===== config.mk =====
export PLATFORM = sky130hd
export DESIGN_NAME = regs_arb
export DESIGN_NICKNAME = d
export VERILOG_FILES = /design/src/rtl/regs_arb.sv
export SDC_FILE = /design/constraint.sdc
export NUM_CORES = 1
export LEC_CHECK = 0
export CAP_MARGIN = 20
export CORE_MARGIN = 4
export CORE_UTILIZATION = 37
export DETAILED_ROUTE_END_ITERATION = 8
export PLACE_DENSITY = 0.75
export SYNTH_ARGS = -nofsm -noshare
export SYNTH_HDL_FRONTEND = slang
export SYNTH_SLANG_ARGS = --single-unit

===== constraint.sdc =====
create_clock -name clk -period 1.95 [get_ports clk]
set_input_delay 0.2925 -clock clk [delete_from_list [all_inputs] [get_ports clk]]
set_output_delay 0.2925 -clock clk [all_outputs]
set_load 0.02 [all_outputs]

===== src/rtl/regs_arb.sv =====
// Register-file write/read arbiter between the core writeback port and a debug port.
// The core always wins; a single buffered debug access waits, and stalls the core if starved.
//
// state | meaning
// ------+-----------------------------------------------------------------
// IDLE  | grant offered; a debug request is captured into the buffer
// PEND  | buffered access waiting for a cycle without core writeback
// HOLD  | starved: hold_o asserted until the core leaves a free cycle
// RESP  | completion pulse on dbg_rvalid_o, then back to IDLE
module regs_arb #(
   parameter int STARVE_MAX = 8,
   parameter int AW         = 5,
   parameter int DW         = 32
) (
   input  logic          clk,
   input  logic          rst,
   input  logic          ex_we_i,
   input  logic [AW-1:0] ex_waddr_i,
   input  logic [DW-1:0] ex_wdata_i,
   input  logic          dbg_req_i,
   input  logic          dbg_we_i,
   input  logic [AW-1:0] dbg_addr_i,
   input  logic [DW-1:0] dbg_wdata_i,
   output logic          dbg_gnt_o,
   output logic          dbg_rvalid_o,
   output logic [DW-1:0] dbg_rdata_o,
   output logic          hold_o,
   output logic          rf_we_o,
   output logic [AW-1:0] rf_waddr_o,
   output logic [DW-1:0] rf_wdata_o,
   output logic [AW-1:0] rf_raddr_o,
   input  logic [DW-1:0] rf_rdata_i
);

   typedef enum logic [1:0] {IDLE, PEND, HOLD, RESP} state_e;

   localparam logic [8:0] STARVE_LIM = 9'(STARVE_MAX);

   state_e        state_q, state_d;
   logic          buf_we_q, buf_we_d;
   logic [AW-1:0] buf_addr_q, buf_addr_d;
   logic [DW-1:0] buf_data_q, buf_data_d;
   logic [7:0]    cnt_q, cnt_d;
   logic [DW-1:0] rdata_q, rdata_d;
   logic [8:0]    cnt_inc;
   logic          exec;
   logic          buf_zero;

   assign buf_zero = (buf_addr_q == '0);
   assign cnt_inc  = {1'b0, cnt_q} + 9'd1;

   always_ff @(posedge clk or negedge rst) begin
      if (!rst) begin
         state_q    <= IDLE;
         buf_we_q   <= 1'b0;
         buf_addr_q <= '0;
         buf_data_q <= '0;
         cnt_q      <= '0;
         rdata_q    <= '0;
      end else begin
         state_q    <= state_d;
         buf_we_q   <= buf_we_d;
         buf_addr_q <= buf_addr_d;
         buf_data_q <= buf_data_d;
         cnt_q      <= cnt_d;
         rdata_q    <= rdata_d;
      end
   end

   always_comb begin
      state_d    = state_q;
      buf_we_d   = buf_we_q;
      buf_addr_d = buf_addr_q;
      buf_data_d = buf_data_q;
      cnt_d      = cnt_q;
      rdata_d    = rdata_q;
      exec       = 1'b0;
      dbg_gnt_o  = 1'b0;
      case (state_q)
         IDLE: begin
            dbg_gnt_o = 1'b1;
            if (dbg_req_i) begin
               buf_we_d   = dbg_we_i;
               buf_addr_d = dbg_addr_i;
               buf_data_d = dbg_wdata_i;
               cnt_d      = '0;
               state_d    = PEND;
            end
         end
         PEND: begin
            if (ex_we_i) begin
               cnt_d = cnt_inc[8] ? 8'hFF : cnt_inc[7:0];
               if (cnt_inc >= STARVE_LIM) state_d = HOLD;
            end else begin
               exec    = 1'b1;
               state_d = RESP;
            end
         end
         HOLD: begin
            if (!ex_we_i) begin
               exec    = 1'b1;
               state_d = RESP;
            end
         end
         RESP:    state_d = IDLE;
         default: state_d = IDLE;
      endcase
      // Register x0 reads as zero regardless of what the file returns.
      if (exec && !buf_we_q) rdata_d = buf_zero ? '0 : rf_rdata_i;
   end

   always_comb begin
      rf_we_o    = 1'b0;
      rf_waddr_o = ex_waddr_i;
      rf_wdata_o = ex_wdata_i;
      if (ex_we_i) begin
         rf_we_o = rst;
      end else if (exec) begin
         rf_we_o    = buf_we_q && !buf_zero;
         rf_waddr_o = buf_addr_q;
         rf_wdata_o = buf_data_q;
      end
   end

   assign rf_raddr_o   = (state_q == IDLE) ? dbg_addr_i : buf_addr_q;
   assign hold_o       = (state_q == HOLD);
   assign dbg_rvalid_o = (state_q == RESP);
   assign dbg_rdata_o  = rdata_q;

endmodule


Word level (Yosys, flattened, before mapping). Cells that the tools add are included.

Add/sub/neg operators: 1. $lt $le $gt $ge: 1. Reduce and logical (&&, ||, !) cells: 11. Eq/ne operators: 7. Mux-type cells: 20.

Operators with widths (count): $mux W32 (3); $mux W8 (3); $pmux W8 S2 (1); $mux W5 (3); $add A8 B1 Y9 const B (1); $ge A9 B4 Y1 const B (1); $mux W2 (4); $pmux W2 S4 (1); $ne A2 B2 Y1 const B (3); $reduce_and A3 Y1 (2); $logic_not A5 Y1 (1); $mux W1 (5); $eq A2 B2 Y1 const B (2); $ne A3 B3 Y1 const B (1); $eq A2 B1 Y1 const B (1); $logic_and A1 B1 Y1 (2); $logic_not A1 Y1 (2); $logic_not A2 Y1 (1); $reduce_and A2 Y1 (1); $reduce_bool A2 Y1 (1); $reduce_or A2 Y1 (1).

Word-level logic and storage cells: 46. Input bits: 111. Register bits: 80. Output and inout port bits: 78.

Longest topological paths before layout. Gate-level depths: netlist of run 1.

Depth after elaboration: 5. Depth in mapped cells: 8. Mapped depth without buffers: 7.

Worst setup path before layout of run 1. Ideal clock, no wire load.

Path kind: reg-to-output. Start point: register state_q[0]. End point: output port rf_we_o. Data required time: 1657 ps. Slack: -278 ps. Arrival: 1936 ps. Path buffers: 2. Cell stages (with the launch flop): 8. Cell sequence: dfrtp_1 inv_1 ha_1 nor2b_1 buf_2 buf_2 nand2_1 o21ai_0.

Cells in the longest elaborated chain, start to end: 5.

RTL lines: start, declared (line 39) `state_e state_q, state_d;`; start signal, assigned (line 61) `state_q <= state_d;`; $eq A2 B2 Y1 / $eq A2 B1 Y1 (equally long branches) (line 79) `case (state_q)`; $reduce_or A2 Y1 (no line) *; $mux W1 *; $mux W1 * (line 118) `end else if (exec) begin`; $mux W1 * (line 116) `if (ex_we_i) begin`; end, declared (line 28) `output logic rf_we_o,`.

Mark *: on every way between the ends. The rest lies on a longest branch, timed or not.

Final worst setup path of run 1.
Start point: register state_q[1]. End point: output port rf_wdata_o[10].

Cells in the longest elaborated chain, start to end: 5.

RTL lines: $eq A2 B2 Y1 / $eq A2 B1 Y1 (equally long branches) (line 79); $reduce_or A2 Y1 (no line) *; $mux W1 *; $mux W32 * (line 118); $mux W32 * (line 116); end, declared (line 30) `output logic [DW-1:0] rf_wdata_o,`.

Marked as above.

==> summary.md, run 1 <==
| Metric | Value |
|---|---|
| Post-DP HPWL | 8500 µm |
| Ys Warns | 0 |
| Wire length of the first global-routing pass | 19,300 µm |
| CTS buffer count | 9 |
| Number of DRC markers after the initial detailed-route iteration | 163 |
| Clock transition at the register clock pins on the worst setup and hold paths after CTS | 80 ps |
| Flip-flop cell with the highest count after synthesis | sky130_fd_sc_hd__dfrtp_1 |
| Clk_lat worst skew | 350 ps |
| Die area | 0.0123 mm² |
| Slew at the pin closest to its max-slew limit | 483 ps |
| Crit Path Class | register to primary output |
| Final hold viol count | 0 |
| Part of the Yosys area used for sequential elements | 0.509 |
| Startpoint of the lowest-slack register-to-register path | state_q[1]$_DFFE_PN0P_ |
| TritonCTS clock tree | yes |
| Setup repair after global routing missed its margin | true |
| Most numerous cell types in the synthesized netlist | sky130_fd_sc_hd__dfrtp_1, sky130_fd_sc_hd__mux2_2, sky130_fd_sc_hd__nand2_1 |
| Tightest slew margin relative to the limit | 0.678 |
| Dominant cells by area after synthesis | sky130_fd_sc_hd__dfrtp_1, sky130_fd_sc_hd__mux2_2, sky130_fd_sc_hd__nand2_1 |
| Net count after synthesis | 474 |
| Final period utilization | 1.19 |
| Top-area cell type share of the netlist area | 0.509 |
| Synth Cell Area | 0.00393 mm² |
| Share of synthesized flip-flops with an asynchronous set or reset | 1.00 |
| Post-synthesis cell count | 357 |
| Largest fanout on the critical path | 4 |
| Critical Path Sink Type | primary output |
| Routed wire per std cell | 16.8 µm |
| Detailed-routing iteration count for the pre-antenna-repair pass | 4 |
| Data arrival time at the worst-slack endpoint | 2020 ps |
| Floorplan die height | 111 µm |
| Total count of max-transition violations in the final report | 0 |
| Pwr/cell area | 1540 mW/mm² |
| Count of unique library cells instantiated by Yosys | 34 |
| H-tree level count | 3 |
| Sum of overflow across all layers after global routing | 0 |
| Initial core utilization | 0.381 |
| Post-detailed-route count of antenna-violating nets | 0 |
| Diode count | 0 |
| Number of I/O port buffers | 188 |
| Placer's final routability congestion estimate | 0.762 |
| Result of the run | finished, violations left |
| Setup TNS | -12,330 ps |
| Logic depth of the worst register-to-register path | 11 |
| Mapped Avg Cell Area | 11.0 µm² |
| Combined global-route utilization of all metal layers | 0.193 |
| Crit path time final | 2310 ps |
| Setup WS post-layout | -364 ps |
| Die X-Extent | 111 µm |
| Antenna violations before repair | 0 |
| Number of synthesized register bits | 80 |
| Synth area leader | sky130_fd_sc_hd__dfrtp_1 |
| Violations in the final reports | negative setup slack |
| Count of flip-flops with a built-in enable after synthesis | 0 |
| Number of top-level pins | 189 |
| Clock buffer depth | 2 |
| Maximum number of pins on one net before global-route repair | 81 |
| Max-cap viol count | 0 |
| TritonCTS sink count | 80 |
| Clock skew after layout | 5.35 ps |
| Cell chosen for the clock root | sky130_fd_sc_hd__clkbuf_8 |
| Routed vias | 3,632 |
| Crit path launch type | register |
| Per-cell via count in the routed design | 4.95 |
| Cell Rows | 37 |
| Core Area | 0.0103 mm² |
| Area Growth Syn to Fin | 74.1% |
| Number of buffers inserted for hold repair after clock tree synthesis | 0 |
| Fmax | 432 MHz |
| HP Class | input pin to async pin |
| Setup violations, final | 46 |
| Number of global-route vias before repair | 3,846 |
| Post-route DRC | 0 |
| Required time at the worst-slack endpoint | 1660 ps |
| CP Launch Point | state_q[1]$_DFFE_PN0P_ |
| Detailed-route wire length | 12,400 µm |
| Number of nets in the layout | 711 |
| Sum of internal, switching and leakage power | 10.5 mW |
| Worst IR drop on VDD | 0.702 mV |
| Leakage dissipation | 3.05 nW |
| Ratio of cells with drive above 1 in the final layout | 0.400 |
==> registers in the layout, indices dropped and copies added (netlist names) <==
name,cells
state_q,2
buf_addr_q,5
dbg_rdata_o,32
cnt_q,8
buf_we_q,1
buf_data_q,32
==> path summary, 6_finish.rpt <==
path | endpoint | slack (ps)
max in group asynchronous | cnt_q[2]$_DFFE_PN0P_ | 1350
setup reg to reg | dbg_rdata_o[17]$_DFFE_PN0P_ | -40
hold / removal | dbg_rdata_o[7]$_DFFE_PN0P_ | 3
setup / recovery | rf_wdata_o[10] | -360
min in group clk | dbg_rdata_o[2]$_DFFE_PN0P_ | 480
hold reg to reg | dbg_rdata_o[10]$_DFFE_PN0P_ | 490
==> report_power, final <==
part | internal (mW) | switching [mW] | leakage, nW | total (mW)
logic | 3.59 | 3.00 | 1.98 | 6.59
registers | 2.42 | 0.437 | 0.984 | 2.86
clock network | 0.529 | 0.571 | 0.0838 | 1.10
total | 6.54 | 4.01 | 3.05 | 10.5
==> layout make-up <==
type	count	area, µm²
clock buffers	15	166
fillers	807	3480
inverters	6	22.5
multi-input cells	249	2020
flip-flops and latches	80	2000
well taps	136	170
repair buffers	248	2460
==> placed cells by master, fill, tap and decap left out, types with 2 or more instances in the layout <==
master                              n
sky130_fd_sc_hd__clkdlybuf4s50_1  141
sky130_fd_sc_hd__dfrtp_1           79
sky130_fd_sc_hd__nand2_1           64
sky130_fd_sc_hd__mux2_2            59
sky130_fd_sc_hd__buf_4             45
sky130_fd_sc_hd__buf_6             28
sky130_fd_sc_hd__mux2_4            23
sky130_fd_sc_hd__o21ai_1           22
sky130_fd_sc_hd__buf_2             17
sky130_fd_sc_hd__o21ai_2           12
sky130_fd_sc_hd__nand2_2           11
sky130_fd_sc_hd__clkbuf_8          11
sky130_fd_sc_hd__o21ai_0            7
sky130_fd_sc_hd__buf_12             7
sky130_fd_sc_hd__a21oi_1            6
sky130_fd_sc_hd__nor2_1             5
sky130_fd_sc_hd__inv_1              4
sky130_fd_sc_hd__a22o_1             4
sky130_fd_sc_hd__clkbuf_1           4
sky130_fd_sc_hd__nand2b_1           3
sky130_fd_sc_hd__ha_1               3
sky130_fd_sc_hd__clkbuf_16          3
sky130_fd_sc_hd__buf_8              3
sky130_fd_sc_hd__inv_2              2
sky130_fd_sc_hd__nor2b_4            2
sky130_fd_sc_hd__nand2_4            2
sky130_fd_sc_hd__a31oi_1            2
sky130_fd_sc_hd__nand3_1            2
sky130_fd_sc_hd__o31ai_1            2
sky130_fd_sc_hd__ha_4               2
sky130_fd_sc_hd__clkbuf_2           2
==> repair_timing <==
| item | 4_1_cts | 5_1_grt |
|---|---|---|
| cloned | 2 | 4 |
| gates resized for setup | 206 | 131 |
| pin swaps | 3 | 6 |
| setup endpoints to repair | 47 | 77 |
| buffers inserted | 9 | 10 |
==> metrics by stage <==
step	worst slack, ps	instance area [µm²]	std cells	utilization	hold WS [ps]
2_1_floorplan	3.45	3940	357	-	-3.09
3_3_place_gp	-431	6220	695	0.603	464
3_5_place_dp	-452	6220	695	0.603	471
4_1_cts	-450	6410	721	0.621	255
5_1_grt	-458	6840	734	0.663	26.8
6_report	-364	6840	734	0.663	2.76
==> routing by layer <==
layer / vias up / GRT usage / part of all wire
li1: 1705 / - / -
met1: 1769 / 0.238 / 0.41
met2: 146 / 0.328 / 0.49
met3: 12 / 0.0497 / 0.083
met4: 0 / 0.0706 / 0.014
met5: - / 0 / 0
==> worst max-delay path: stages, from the launching register on <==
cell and delay (ps):
sky130_fd_sc_hd__dfrtp_1 370, sky130_fd_sc_hd__inv_2 60, sky130_fd_sc_hd__ha_4 270, sky130_fd_sc_hd__nor2b_4 190
sky130_fd_sc_hd__buf_12 150, sky130_fd_sc_hd__buf_8 110, sky130_fd_sc_hd__buf_8 100, sky130_fd_sc_hd__mux2_4 300
sky130_fd_sc_hd__buf_6 130
==> cells by family (layout without fill, tap and decap cells) <==
family                   after synthesis  count (layout)  synth area share
buffers and inverters                 28             269            0.0296
AND/OR/NAND/NOR                       99              99             0.110
multiplexers                          83              83             0.239
adder cells (fa/ha/maj)                6               6            0.0191
flip-flops                            80              80             0.509
AO/OA/AOI/OAI                         60              60            0.0904
XOR/XNOR                               1               1           0.00223
Note: power is estimated with default switching activity, not from simulation.
==> inputs of run 2 (changes only) <==
--- a/config.mk
+++ b/config.mk
@@ -9,7 +9,7 @@
 export CORE_MARGIN = 4
 export CORE_UTILIZATION = 37
 export DETAILED_ROUTE_END_ITERATION = 8
-export PLACE_DENSITY = 0.75
+export PLACE_DENSITY = 0.79
 export SYNTH_ARGS = -nofsm -noshare
 export SYNTH_HDL_FRONTEND = slang
 export SYNTH_SLANG_ARGS = --single-unit
==> run 2 against run 1 <==
Critical endpoint is now rf_wdata_o[18]. Routed wire length is 3.4% lower. Hold slack better by 470 ps. Global-route usage is 1.7 points lower. Highest routed layer is now met5. Final area is 2.2% lower. The flow still finishes with violations (negative setup slack). Sequential share of layout area is 0.70 points higher. First-iteration DRC count is 16% lower. Largest cell class unchanged. Setup slack better by 29 ps. Register-to-register slack better by 50 ps.
==> summary.md, run 2 (synthesis results as in run 1) <==
| Metric | Value |
|---|---|
| TritonCTS clock tree | yes |
| Maximum number of pins on one net before global-route repair | 81 |
| Clock buffer depth | 2 |
| Clk_lat worst skew | 340 ps |
| Crit path time final | 2280 ps |
| Number of top-level pins | 189 |
| Post-DP HPWL | 8290 µm |
| Post-route DRC | 0 |
| Crit Path Class | register to primary output |
| Cell chosen for the clock root | sky130_fd_sc_hd__clkbuf_8 |
| Diode count | 0 |
| Combined global-route utilization of all metal layers | 0.176 |
| Switching Power | 3.96 mW |
| Setup repair after global routing missed its margin | true |
| Detailed-route wire length | 11,900 µm |
| Number of DRC markers after the initial detailed-route iteration | 137 |
| Fmax | 438 MHz |
| HP Class | input pin to async pin |
| CTS buffer count | 9 |
| Detailed-routing iteration count for the pre-antenna-repair pass | 4 |
| Final period utilization | 1.17 |
| Pwr/cell area | 1540 mW/mm² |
| Most common cell after layout, fill and taps aside | sky130_fd_sc_hd__clkdlybuf4s50_1 |
| H-tree level count | 3 |
| Clock transition at the register clock pins on the worst setup and hold paths after CTS | 90 ps |
| Post-detailed-route count of antenna-violating nets | 0 |
| Leakage dissipation | 2.97 nW |
| Cell Rows | 37 |
| Sum of overflow across all layers after global routing | 0 |
| Setup TNS | -11,190 ps |
| Routed wire per std cell | 16.5 µm |
| Part of the power in combinational logic | 0.596 |
| CP Launch Point | state_q[1]$_DFFE_PN0P_ |
| Largest fanout on the critical path | 6 |
| Number of placed cells counting well taps | 689 |
| Delay of the slowest cell on the worst path | 380 ps |
| Slew at the pin closest to its max-slew limit | 437 ps |
| Crit path launch type | register |
| Required time at the worst-slack endpoint | 1660 ps |
| Final hold viol count | 0 |
| Tightest slew margin relative to the limit | 0.707 |
| Switching Fraction | 0.385 |
| Number of global-route vias before repair | 3,603 |
| Floorplan die height | 111 µm |
| Die area | 0.0123 mm² |
| Die X-Extent | 111 µm |
| Routed vias | 3,553 |
| Slowest stage cell, crit path | sky130_fd_sc_hd__dfrtp_1 |
| Violations in the final reports | negative setup slack |
| Placer's final routability congestion estimate | 0.801 |
| Max-cap viol count | 0 |
| Setup WS post-layout | -334 ps |
| Critical Path Sink Type | primary output |
| Non-Filler Instances | 725 |
| Data arrival time at the worst-slack endpoint | 1990 ps |
| TritonCTS sink count | 80 |
| Startpoint of the lowest-slack register-to-register path | state_q[1]$_DFFE_PN0P_ |
| Clock skew after layout | 14.4 ps |
| Result of the run | finished, violations left |
| Area Growth Syn to Fin | 70.2% |
| Worst IR drop on VDD | 0.681 mV |
| Relative contribution of sequential cells to total power | 0.279 |
| Per-cell via count in the routed design | 4.90 |
| Wire length of the first global-routing pass | 17,900 µm |
| Setup violations, final | 38 |
| Antenna violations before repair | 1 |
| Core Area | 0.0103 mm² |
| Number of I/O port buffers | 188 |
| Filler Cell Count | 811 |
| Critical path, cell by cell | inv_2, ha_4, nor2b_4, buf_4, clkbuf_16, mux2_2, clkbuf_2 |
| Commonest cells after routing, fill and taps aside | sky130_fd_sc_hd__clkdlybuf4s50_1, sky130_fd_sc_hd__dfrtp_1, sky130_fd_sc_hd__nand2_1, sky130_fd_sc_hd__mux2_2, sky130_fd_sc_hd__buf_4 |
| Total count of max-transition violations in the final report | 0 |
| Logic depth of the worst register-to-register path | 10 |
| Internal power component | 6.33 mW |
| Part of the power in the clock network | 0.125 |
| Ratio of cells with drive above 1 in the final layout | 0.372 |
| Number of nets in the layout | 701 |
| Final core utilization | 0.648 |
| Initial core utilization | 0.381 |
run 2: critical path: cells and delay by family (launching register included):
family	cells	cell delay (ps)
fa+ha+maj	1	260
buf+inv	4	530
flops	1	380
mux	1	330
simple gates	1	160
run 2: path summary, 6_finish.rpt:
kind	slack (ps)	endpoint
worst min-delay path	480	buf_data_q[29]$_DFFE_PN0P_
max in group asynchronous	870	buf_data_q[18]$_DFFE_PN0P_
worst max-delay path	-330	rf_wdata_o[18]
worst max register to register	10	dbg_rdata_o[4]$_DFFE_PN0P_
worst min register to register	490	dbg_rdata_o[29]$_DFFE_PN0P_
min in group clk	480	dbg_rdata_o[31]$_DFFE_PN0P_
run 2: power by group through the flow:
| stage | combinational, mW | clock [mW] | sequential, mW |
|---|---|---|---|
| after floorplan | 2.69 | 0 | 3.14 |
| after detailed placement | 5.56 | 0 | 2.86 |
| after global placement | 5.43 | 0 | 2.84 |
| after global routing | 6.54 | 1.39 | 2.97 |
| after CTS | 5.39 | 1.33 | 2.84 |
| final | 6.13 | 1.28 | 2.87 |
run 2: cell type report:
type	count	area, µm²	share of cell area
Tap cell	136	170	0.0254
Clock inverter	6	72.6	0.0108
Multi-Input combinational cell	249	1950	0.292
Clock buffer	10	138	0.0206
Timing Repair Buffer	238	2330	0.348
Sequential cell	80	2010	0.300
Inverter	6	22.5	0.00337
run 2: layer usage:
| layer | vias up | GRT usage | share of wire |
|---|---|---|---|
| met3 | 16 | 0.0469 | 0.067 |
| li1 | 1688 | - | - |
| met2 | 133 | 0.302 | 0.50 |
| met5 | - | 0 | 0.00059 |
| met4 | 2 | 0.0535 | 0.016 |
| met1 | 1714 | 0.218 | 0.42 |
run 2: metrics by stage:
stage / area (µm²) / hold slack, ps / power, mW / worst slack [ps]
finish: 6690 / 477 / 10.3 / -334
global route: 6690 / 464 / 10.9 / -417
CTS: 6280 / 252 / 9.56 / -474
detailed placement: 6190 / 469 / 8.42 / -385
global placement: 6190 / 465 / 8.28 / -372
floorplan: 3940 / -3.09 / 5.83 / 3.45
run 2: timing repair:
action	4_1_cts	5_1_grt
setup buffers	3	9
cloned	1	6
endpoints found under the setup margin	47	67
endpoints found under the hold margin	0	18
pin swaps	0	4
gates resized for setup	186	96
hold buffers	0	1
